===== src/rtl/operand_sequencer_pkg.sv =====
// Shared definitions for the MAC operand-entry stage: FSM encoding and debounce defaults.
package operand_sequencer_pkg;
  typedef enum logic [2:0] {
    ST_A    = 3'd0,
    ST_B    = 3'd1,
    ST_C    = 3'd2,
    ST_D    = 3'd3,
    ST_SEND = 3'd4
  } seq_state_t;

  localparam int DEBOUNCE_CYC_BOARD = 500000;
  localparam int DEBOUNCE_CYC_SIM   = 16;
endpackage


===== src/rtl/operand_sequencer_key_debounce.sv =====
// Key conditioner: 2-flop synchroniser, hold-time debounce, registered rising-edge pulse.
module key_debounce #(
  parameter int DEBOUNCE_CYC = 16
) (
  input  logic clk,
  input  logic rst,
  input  logic key_raw,
  output logic key_level,
  output logic key_rise_pulse
);
  localparam int CW = $clog2(DEBOUNCE_CYC + 1);

  logic          sync1, sync2, level_q;
  logic [CW-1:0] cnt;

  always_ff @(posedge clk or posedge rst) begin
    if (rst) begin
      sync1          <= 1'b0;
      sync2          <= 1'b0;
      cnt            <= '0;
      key_level      <= 1'b0;
      level_q        <= 1'b0;
      key_rise_pulse <= 1'b0;
    end else begin
      sync1   <= key_raw;
      sync2   <= sync1;
      level_q <= key_level;
      key_rise_pulse <= key_level & ~level_q;
      // Any return of the synchronised level to the accepted level restarts the hold count.
      if (sync2 == key_level) begin
        cnt <= '0;
      end else if (cnt == CW'(DEBOUNCE_CYC - 1)) begin
        cnt       <= '0;
        key_level <= sync2;
      end else begin
        cnt <= cnt + CW'(1);
      end
    end
  end
endmodule


===== src/rtl/operand_sequencer.sv =====
// Collects A, B, C, D from one switch bank on debounced load presses and offers them to the MAC.
module operand_sequencer
  import operand_sequencer_pkg::*;
#(
  parameter int DATA_W       = 8,
  parameter int DEBOUNCE_CYC = DEBOUNCE_CYC_SIM
) (
  input  logic              clk,
  input  logic              rst,
  input  logic [DATA_W-1:0] sw_data,
  input  logic              load_key,
  input  logic              clear_key,
  output logic [DATA_W-1:0] a_out,
  output logic [DATA_W-1:0] b_out,
  output logic [DATA_W-1:0] c_out,
  output logic [DATA_W-1:0] d_out,
  output logic              op_valid,
  input  logic              op_ready,
  output logic [1:0]        stage,
  output logic              busy
);
  seq_state_t state;
  logic       load_level, load_pulse, clear_level, clear_pulse;

  key_debounce #(.DEBOUNCE_CYC(DEBOUNCE_CYC)) u_load_db (
    .clk(clk), .rst(rst), .key_raw(load_key),
    .key_level(load_level), .key_rise_pulse(load_pulse)
  );

  key_debounce #(.DEBOUNCE_CYC(DEBOUNCE_CYC)) u_clear_db (
    .clk(clk), .rst(rst), .key_raw(clear_key),
    .key_level(clear_level), .key_rise_pulse(clear_pulse)
  );

  logic unused_levels;
  assign unused_levels = load_level ^ clear_level;

  always_ff @(posedge clk or posedge rst) begin
    if (rst) begin
      state    <= ST_A;
      a_out    <= '0;
      b_out    <= '0;
      c_out    <= '0;
      d_out    <= '0;
      op_valid <= 1'b0;
      stage    <= 2'd0;
      busy     <= 1'b0;
    end else if (clear_pulse) begin
      state    <= ST_A;
      a_out    <= '0;
      b_out    <= '0;
      c_out    <= '0;
      d_out    <= '0;
      op_valid <= 1'b0;
      stage    <= 2'd0;
      busy     <= 1'b0;
    end else begin
      case (state)
        ST_A: if (load_pulse) begin
          a_out <= sw_data; state <= ST_B; stage <= 2'd1; busy <= 1'b1;
        end
        ST_B: if (load_pulse) begin
          b_out <= sw_data; state <= ST_C; stage <= 2'd2;
        end
        ST_C: if (load_pulse) begin
          c_out <= sw_data; state <= ST_D; stage <= 2'd3;
        end
        ST_D: if (load_pulse) begin
          d_out <= sw_data; state <= ST_SEND; op_valid <= 1'b1;
        end
        // Loads are ignored while offering; the set stays frozen until accepted.
        ST_SEND: if (op_ready) begin
          state <= ST_A; op_valid <= 1'b0; stage <= 2'd0; busy <= 1'b0;
        end
        default: begin
          state <= ST_A; op_valid <= 1'b0; stage <= 2'd0; busy <= 1'b0;
        end
      endcase
    end
  end
endmodule

===== config.mk =====
export PLATFORM = sky130hd
export DESIGN_NAME = operand_sequencer
export DESIGN_NICKNAME = d
export VERILOG_FILES = /design/src/rtl/operand_sequencer_pkg.sv /design/src/rtl/operand_sequencer_key_debounce.sv /design/src/rtl/operand_sequencer.sv
export SDC_FILE = /design/constraint.sdc
export NUM_CORES = 1
export LEC_CHECK = 0
export ABC_AREA = 1
export CAP_MARGIN = 20
export CORE_ASPECT_RATIO = 1.4
export CORE_MARGIN = 2
export CORE_UTILIZATION = 51
export CTS_CLUSTER_SIZE = 14
export DETAILED_ROUTE_END_ITERATION = 8
export PLACE_DENSITY = 0.78
export SETUP_SLACK_MARGIN = 0.4
export SKIP_CTS_REPAIR_TIMING = 1
export SYNTH_ARGS = -nofsm -noshare
export SYNTH_HDL_FRONTEND = slang
export SYNTH_SLANG_ARGS = --single-unit
export TNS_END_PERCENT = 50

===== constraint.sdc =====
create_clock -name clk -period 1.9 [get_ports clk]
set_input_delay 0.19 -clock clk [delete_from_list [all_inputs] [get_ports clk]]
set_output_delay 0.19 -clock clk [all_outputs]
set_load 0.02 [all_outputs]

* Yosys cells after proc, flatten, opt, wreduce, memory -nomap -nowiden *
Index checks and enable logic that the tools add are counted.

word-level totals
  register bits after elaboration = 59
  latch bits = 0
  memory bits (writable) = 0
  ROM bits = 0
  bits of input ports = 13
  output and inout bits = 36
  logic and storage cells = 94
  memories = 0

cells by class
  $add $sub $neg = 2
  $mul = 0
  div/mod/pow operators = 0
  order comparisons = 0
  equal/unequal tests = 16
  shift operators = 0
  muxes and demuxes = 32
  bitwise logic cells = 6
  reductions and logical operators = 18

operator list
  kind                   number
  $mux W8                9
  $mux W5                4
  $mux W3                6
  $pmux W3 S5            1
  $ne A3 B1 Y1 const B   4
  $reduce_and A2 Y1      6
  $add A5 B1 Y5 const B  2
  $eq A5 B4 Y1 const B   2
  $mux W2                5
  $pmux W2 S5            1
  $reduce_and A5 Y1      2
  $reduce_bool A2 Y1     5
  $eq A3 B2 Y1 const B   2
  $ne A2 B1 Y1 const B   3
  $pmux W1 S3            2
  $reduce_and A3 Y1      2
  $reduce_or A3 Y1       2
  $mux W1                4
  $not A1 Y1             4
  $eq A3 B1 Y1 const B   1
  $eq A3 B3 Y1 const B   1
  $logic_not A3 Y1       1
  $ne A3 B2 Y1 const B   1
  $and A1 B1 Y1          2
  $eq A1 B1 Y1           2

* Longest topological paths before layout *
  depth after elaboration = 4
  mapped depth = 6
  gate-level depth less buffers = 6

* By module *
Synthesis repeated with hierarchy kept, for this count alone.

unflattened totals
  cells, all modules = 288
  area, all modules = 2504.9 µm²

by module, submodules not included
  module             instances  cells each  area each (µm²)  sequential area each (µm²)
  operand_sequencer  1          208         1736.7           975.9
  key_debounce       2          40          384.1            250.2

* Worst setup path before layout *
Ideal clock, no wire load.

  kind = register to register
  start point = register state[0]
  end point = register stage[1]
  library setup time = 0.123 ns
  data arrival time = 1.033 ns
  required time = 1.777 ns
  path slack = 0.744 ns
  stages on the path, launching flop included = 6
  buffers on the path = 0
  clock period less this slack = 1.156 ns
  cells stage by stage = dfrtp_1 > nor2_2 > nand3_2 > nand2_2 > or2_1 > nand2_1

on the way
  longest elaborated chain between the ends = 3
  elaborated cells on any way between the ends = 13
  those cells by class = eq/ne: 9; mux: 2; reduce/logical: 2

RTL lines
  element                                                        RTL line                 RTL
  start: declaration                                             operand_sequencer.sv:22  seq_state_t state;
  start signal: assignment                                       operand_sequencer.sv:40  state <= ST_A;
  start signal: assignment                                       operand_sequencer.sv:49  state <= ST_A;
  start signal: assignment                                       operand_sequencer.sv:60  a_out <= sw_data; state <= ST_B; stage <= 2'd1; busy <= 1'b1;
  $eq A3 B1 Y1 (tied with other cells)                           operand_sequencer.sv:58  case (state)
  $ne A3 B1 Y1 (no source line) (tied with other cells)          --
  $reduce_and A5 Y1 (no source line) or $mux W2 (tied branches)  --
  end signal: assignment                                         operand_sequencer.sv:60
  end signal: assignment                                         operand_sequencer.sv:63  b_out <= sw_data; state <= ST_C; stage <= 2'd2;
  end signal: assignment                                         operand_sequencer.sv:66  c_out <= sw_data; state <= ST_D; stage <= 2'd3;
  end: declaration                                               operand_sequencer.sv:19  output logic [1:0] stage,

Several ways; a longest one is shown, not always the timed one.
A chain may end at the register's enable or synchronous reset.

* Worst setup path after layout *
  start point = register a_out[1]
  end point = output port a_out[1]

RTL lines
  element                   RTL line                 RTL
  start: declaration        operand_sequencer.sv:13  output logic [DATA_W-1:0] a_out,
  start signal: assignment  operand_sequencer.sv:41  a_out <= '0;
  start signal: assignment  operand_sequencer.sv:50  a_out <= '0;
  start signal: assignment  operand_sequencer.sv:60

No word-level cell between the ends.

==> flow_summary.yaml <==
layout:
  postLayoutCoreUtil_pct: 70.72
  mostFrequentLayoutCells: "82 x sky130_fd_sc_hd__nand2_1, 59 x sky130_fd_sc_hd__dfrtp_1, 30 x sky130_fd_sc_hd__clkdlybuf4s50_1"
  total_number_of_nets_in_the_final_design: 337
  n_antenna_cell: 0
  layout.cells.most_common: "sky130_fd_sc_hd__nand2_1"
  area.growth.synth_to_final_pct: 32.11
  post_route_cells_drive_above_1_share_pct: 9.816
worst_setup_path:
  regToRegEndpoint: "stage[1]"
  required_arrival_time_at_the_worst_endpoint_ns: 1.71
  timing.reg2reg.worst_path_depth: 5
  type_of_element_capturing_the_critical_path: "output pin"
  worst-path-stages: 1
  cp-startpoint: "a_out[1]"
  critical_path.reg2reg.startpoint: "state[0]"
  critical_path.slowest_cell: "sky130_fd_sc_hd__clkdlybuf4s50_1"
  cp_slowest_stage_delay_ns: 0.62
  cp_max_fanout: 2
  critPathLaunchType: "flop"
  critical_path_data_arrival_time_ns: 1.30
  crit_path_max_delay_family: "buffers and inverters"
  crit_chain: "clkdlybuf4s50_1"
  timing.reg2reg.setup_slack_ns: 0.59
  cp_num_buf_inv: 1
  startpoint_to_endpoint_class_of_the_critical_path: "reg -> out"
  crit_end: "a_out[1]"
clocking:
  clk_pin_slew_worst_paths_ns: 0.07
  cts-htree-levels: 3
  numClockSinks: 59
  tritoncts: "built"
  cts.root.buffer_cell: "sky130_fd_sc_hd__clkbuf_8"
  insertion_delay_ns: 0.34
  cts.path.max_buffers: 2
  cts_buffers: 9
yosys:
  yosysTopAreaCellShare_pct: 60.33
  synth.ff_latch_count: 59
  netlist_top_cells_area: "sky130_fd_sc_hd__dfrtp_1 60%, sky130_fd_sc_hd__nand2_1 13%, sky130_fd_sc_hd__nand3_1 4.5%, sky130_fd_sc_hd__inv_1 4.4%, sky130_fd_sc_hd__nor2_1 3.4%"
  net_count_after_synthesis: 279
  synthCells: 264
  ys_seq_area_share_pct: 60.33
  yosys.area.top_type: "sky130_fd_sc_hd__dfrtp_1"
  ys.warnings.count: 0
  syn-cell-area_um2: 2447
  avgSynthCellArea_um2: 9.270
  synth_cell_type_count: 27
timing:
  post-route-min-period_ns: 1.494
  period_utilization_pct: 78.62
  drv_slew: 0
  fin_ws_ns: 0.4062
  hold_slack_ns: 0.1890
  setup-violations-final: 0
  setup_skew_after_layout_ns: 0.006973
  rsz_0062_raised_after_global_routing: "true"
  max-slew-margin-rel_pct: 73.08
  worst_slew_pin_slew_ns: 0.4023
  number_of_failing_hold_endpoints_at_the_final_stage: 0
  max_clock_freq_mhz: 669.4
  setup_tns_ns: 0
die:
  initial_utilization_pct: 53.53
  fp.dieArea_um2: 5377
  fp.dieW_um: 62.55
  die_h_um: 85.97
  ios: 49
  placement_rows: 29
  placeableCoreArea_um2: 4572
place:
  portBuffers: 48
  post-dp-hpwl_um: 3604
  finalWeightedCongestion: 0.8658
  preCtsSetupSlack_ns: 0.6119
drt:
  dr.pass1.iters: 4
  dr.first_iter.drc_count: 83
  drt-vias-per-instance: 4.876
  routed-via-count: 1892
  antenna_left: 0
  route.detailed.wl_per_inst_um: 13.06
  detail_route.wirelength_um: 5066
  drt_drc_violations_left: 0
pwr:
  p_clk_share_pct: 38.5
  post-layout-total-power_mw: 2.675
  power_density_nw_per_um2: 827.3
  power.sequential.fraction_pct: 50.6
  swShare_pct: 24.54
  netSwitchingPower_mw: 0.6565
  power.ir.vdd_worst_mv: 0.5152
  total_leakage_power_nw: 1.576
  relative_contribution_of_combinational_cells_to_total_power_pct: 10.9
  p_int_mw: 2.018
run:
  maxCapViolations: 0
global_routing:
  overflow: 0
  grt_antenna_before_repair: 0
  grt_pass1_wl_um: 8694
  global_route.usage.total_pct: 21.40
  first_global_vias: 1907
  grt_max_degree: 44
min_path:
  min-delay-path-class: "in -> async"
run_status:
  run_status: "completed"
-- per-stage QoR --
step | cell area, µm² | cells
CTS | 3188 | 388
global placement | 3009 | 373
finish | 3233 | 388
global route | 3233 | 388
detailed placement | 3009 | 373
floorplan | 2451 | 264
-- sequential cells by signal, indices dropped and copies added (netlist names), 2 cells and up --
| name | count |
|---|---|
| d_out | 8 |
| c_out | 8 |
| a_out | 8 |
| u_load_db.cnt | 5 |
| u_clear_db.cnt | 5 |
| state | 3 |
| stage | 2 |
| b_out | 8 |
-- synthesized netlist by cell type --
cell type                  count
sky130_fd_sc_hd__a21oi_1       2
sky130_fd_sc_hd__a21oi_4       1
sky130_fd_sc_hd__buf_2         1
sky130_fd_sc_hd__buf_4         1
sky130_fd_sc_hd__buf_6         2
sky130_fd_sc_hd__dfrtp_1      59
sky130_fd_sc_hd__ha_1          2
sky130_fd_sc_hd__inv_1        29
sky130_fd_sc_hd__inv_2         3
sky130_fd_sc_hd__nand2_1      82
sky130_fd_sc_hd__nand2_2       2
sky130_fd_sc_hd__nand2_4       1
sky130_fd_sc_hd__nand2b_1      2
sky130_fd_sc_hd__nand3_1      22
sky130_fd_sc_hd__nand3_2       3
sky130_fd_sc_hd__nand4_1       1
sky130_fd_sc_hd__nor2_1       22
sky130_fd_sc_hd__nor2_2        1
sky130_fd_sc_hd__nor2_4        2
sky130_fd_sc_hd__nor3_1        2
sky130_fd_sc_hd__nor3b_1       2
sky130_fd_sc_hd__o21ai_0       9
sky130_fd_sc_hd__o21ai_1       7
sky130_fd_sc_hd__o21ai_4       1
sky130_fd_sc_hd__or2_1         1
sky130_fd_sc_hd__xnor2_1       2
sky130_fd_sc_hd__xor2_1        2
-- metal layers --
layer | track usage [%] | part of all wire (%) | wire [µm] | up-vias
li1 | - | - | - | 936
met1 | 25.75 | 41 | 2067 | 904
met2 | 35.78 | 52 | 2649 | 45
met3 | 5.118 | 5.0 | 251 | 7
met4 | 11.31 | 1.9 | 97 | 0
met5 | 0 | 0 | 0 | -
-- final cells by class --
class	instances	area, µm²
flip-flops and latches	59	1476
fillers	381	1339
clock buffers	13	168.9
well taps	62	77.57
multi-input cells	169	815.8
clock inverters	2	10.01
repair buffers	51	560.5
inverters	32	123.9
-- worst min-delay path by stage --
stage,slack (ns),cells after the start,start,end
global placement,0.33,0,u_load_db.sync1,u_load_db.sync2
finish,0.19,2,rst,b_out[6]
CTS,0.19,2,rst,stage[0]
detailed placement,0.34,0,u_load_db.sync1,u_load_db.sync2
global route,0.22,2,rst,stage[0]
floorplan,0.22,0,clear_key,u_clear_db.sync1
-- power by group through the flow --
| stage | sequential, mW | clock, mW | combinational [mW] |
|---|---|---|---|
| 6_report | 1.35 | 1.03 | 0.291 |
| 5_1_grt | 1.36 | 1.11 | 0.320 |
| 4_1_cts | 1.35 | 1.06 | 0.301 |
| 3_5_place_dp | 1.38 | 0 | 0.297 |
| 3_3_place_gp | 1.38 | 0 | 0.292 |
| 2_1_floorplan | 1.43 | 0 | 0.0949 |
-- cell families after synthesis --
| kind of cell | Yosys count | synth area share, % |
|---|---|---|
| AND/OR/NAND/NOR | 143 | 25.87 |
| XOR/XNOR | 4 | 1.432 |
| flip-flops | 59 | 60.33 |
| buffers and inverters | 36 | 6.339 |
| AO/OA/AOI/OAI | 20 | 5.010 |
| adder cells (fa/ha/maj) | 2 | 1.022 |
(Power assumes the default switching activity.)
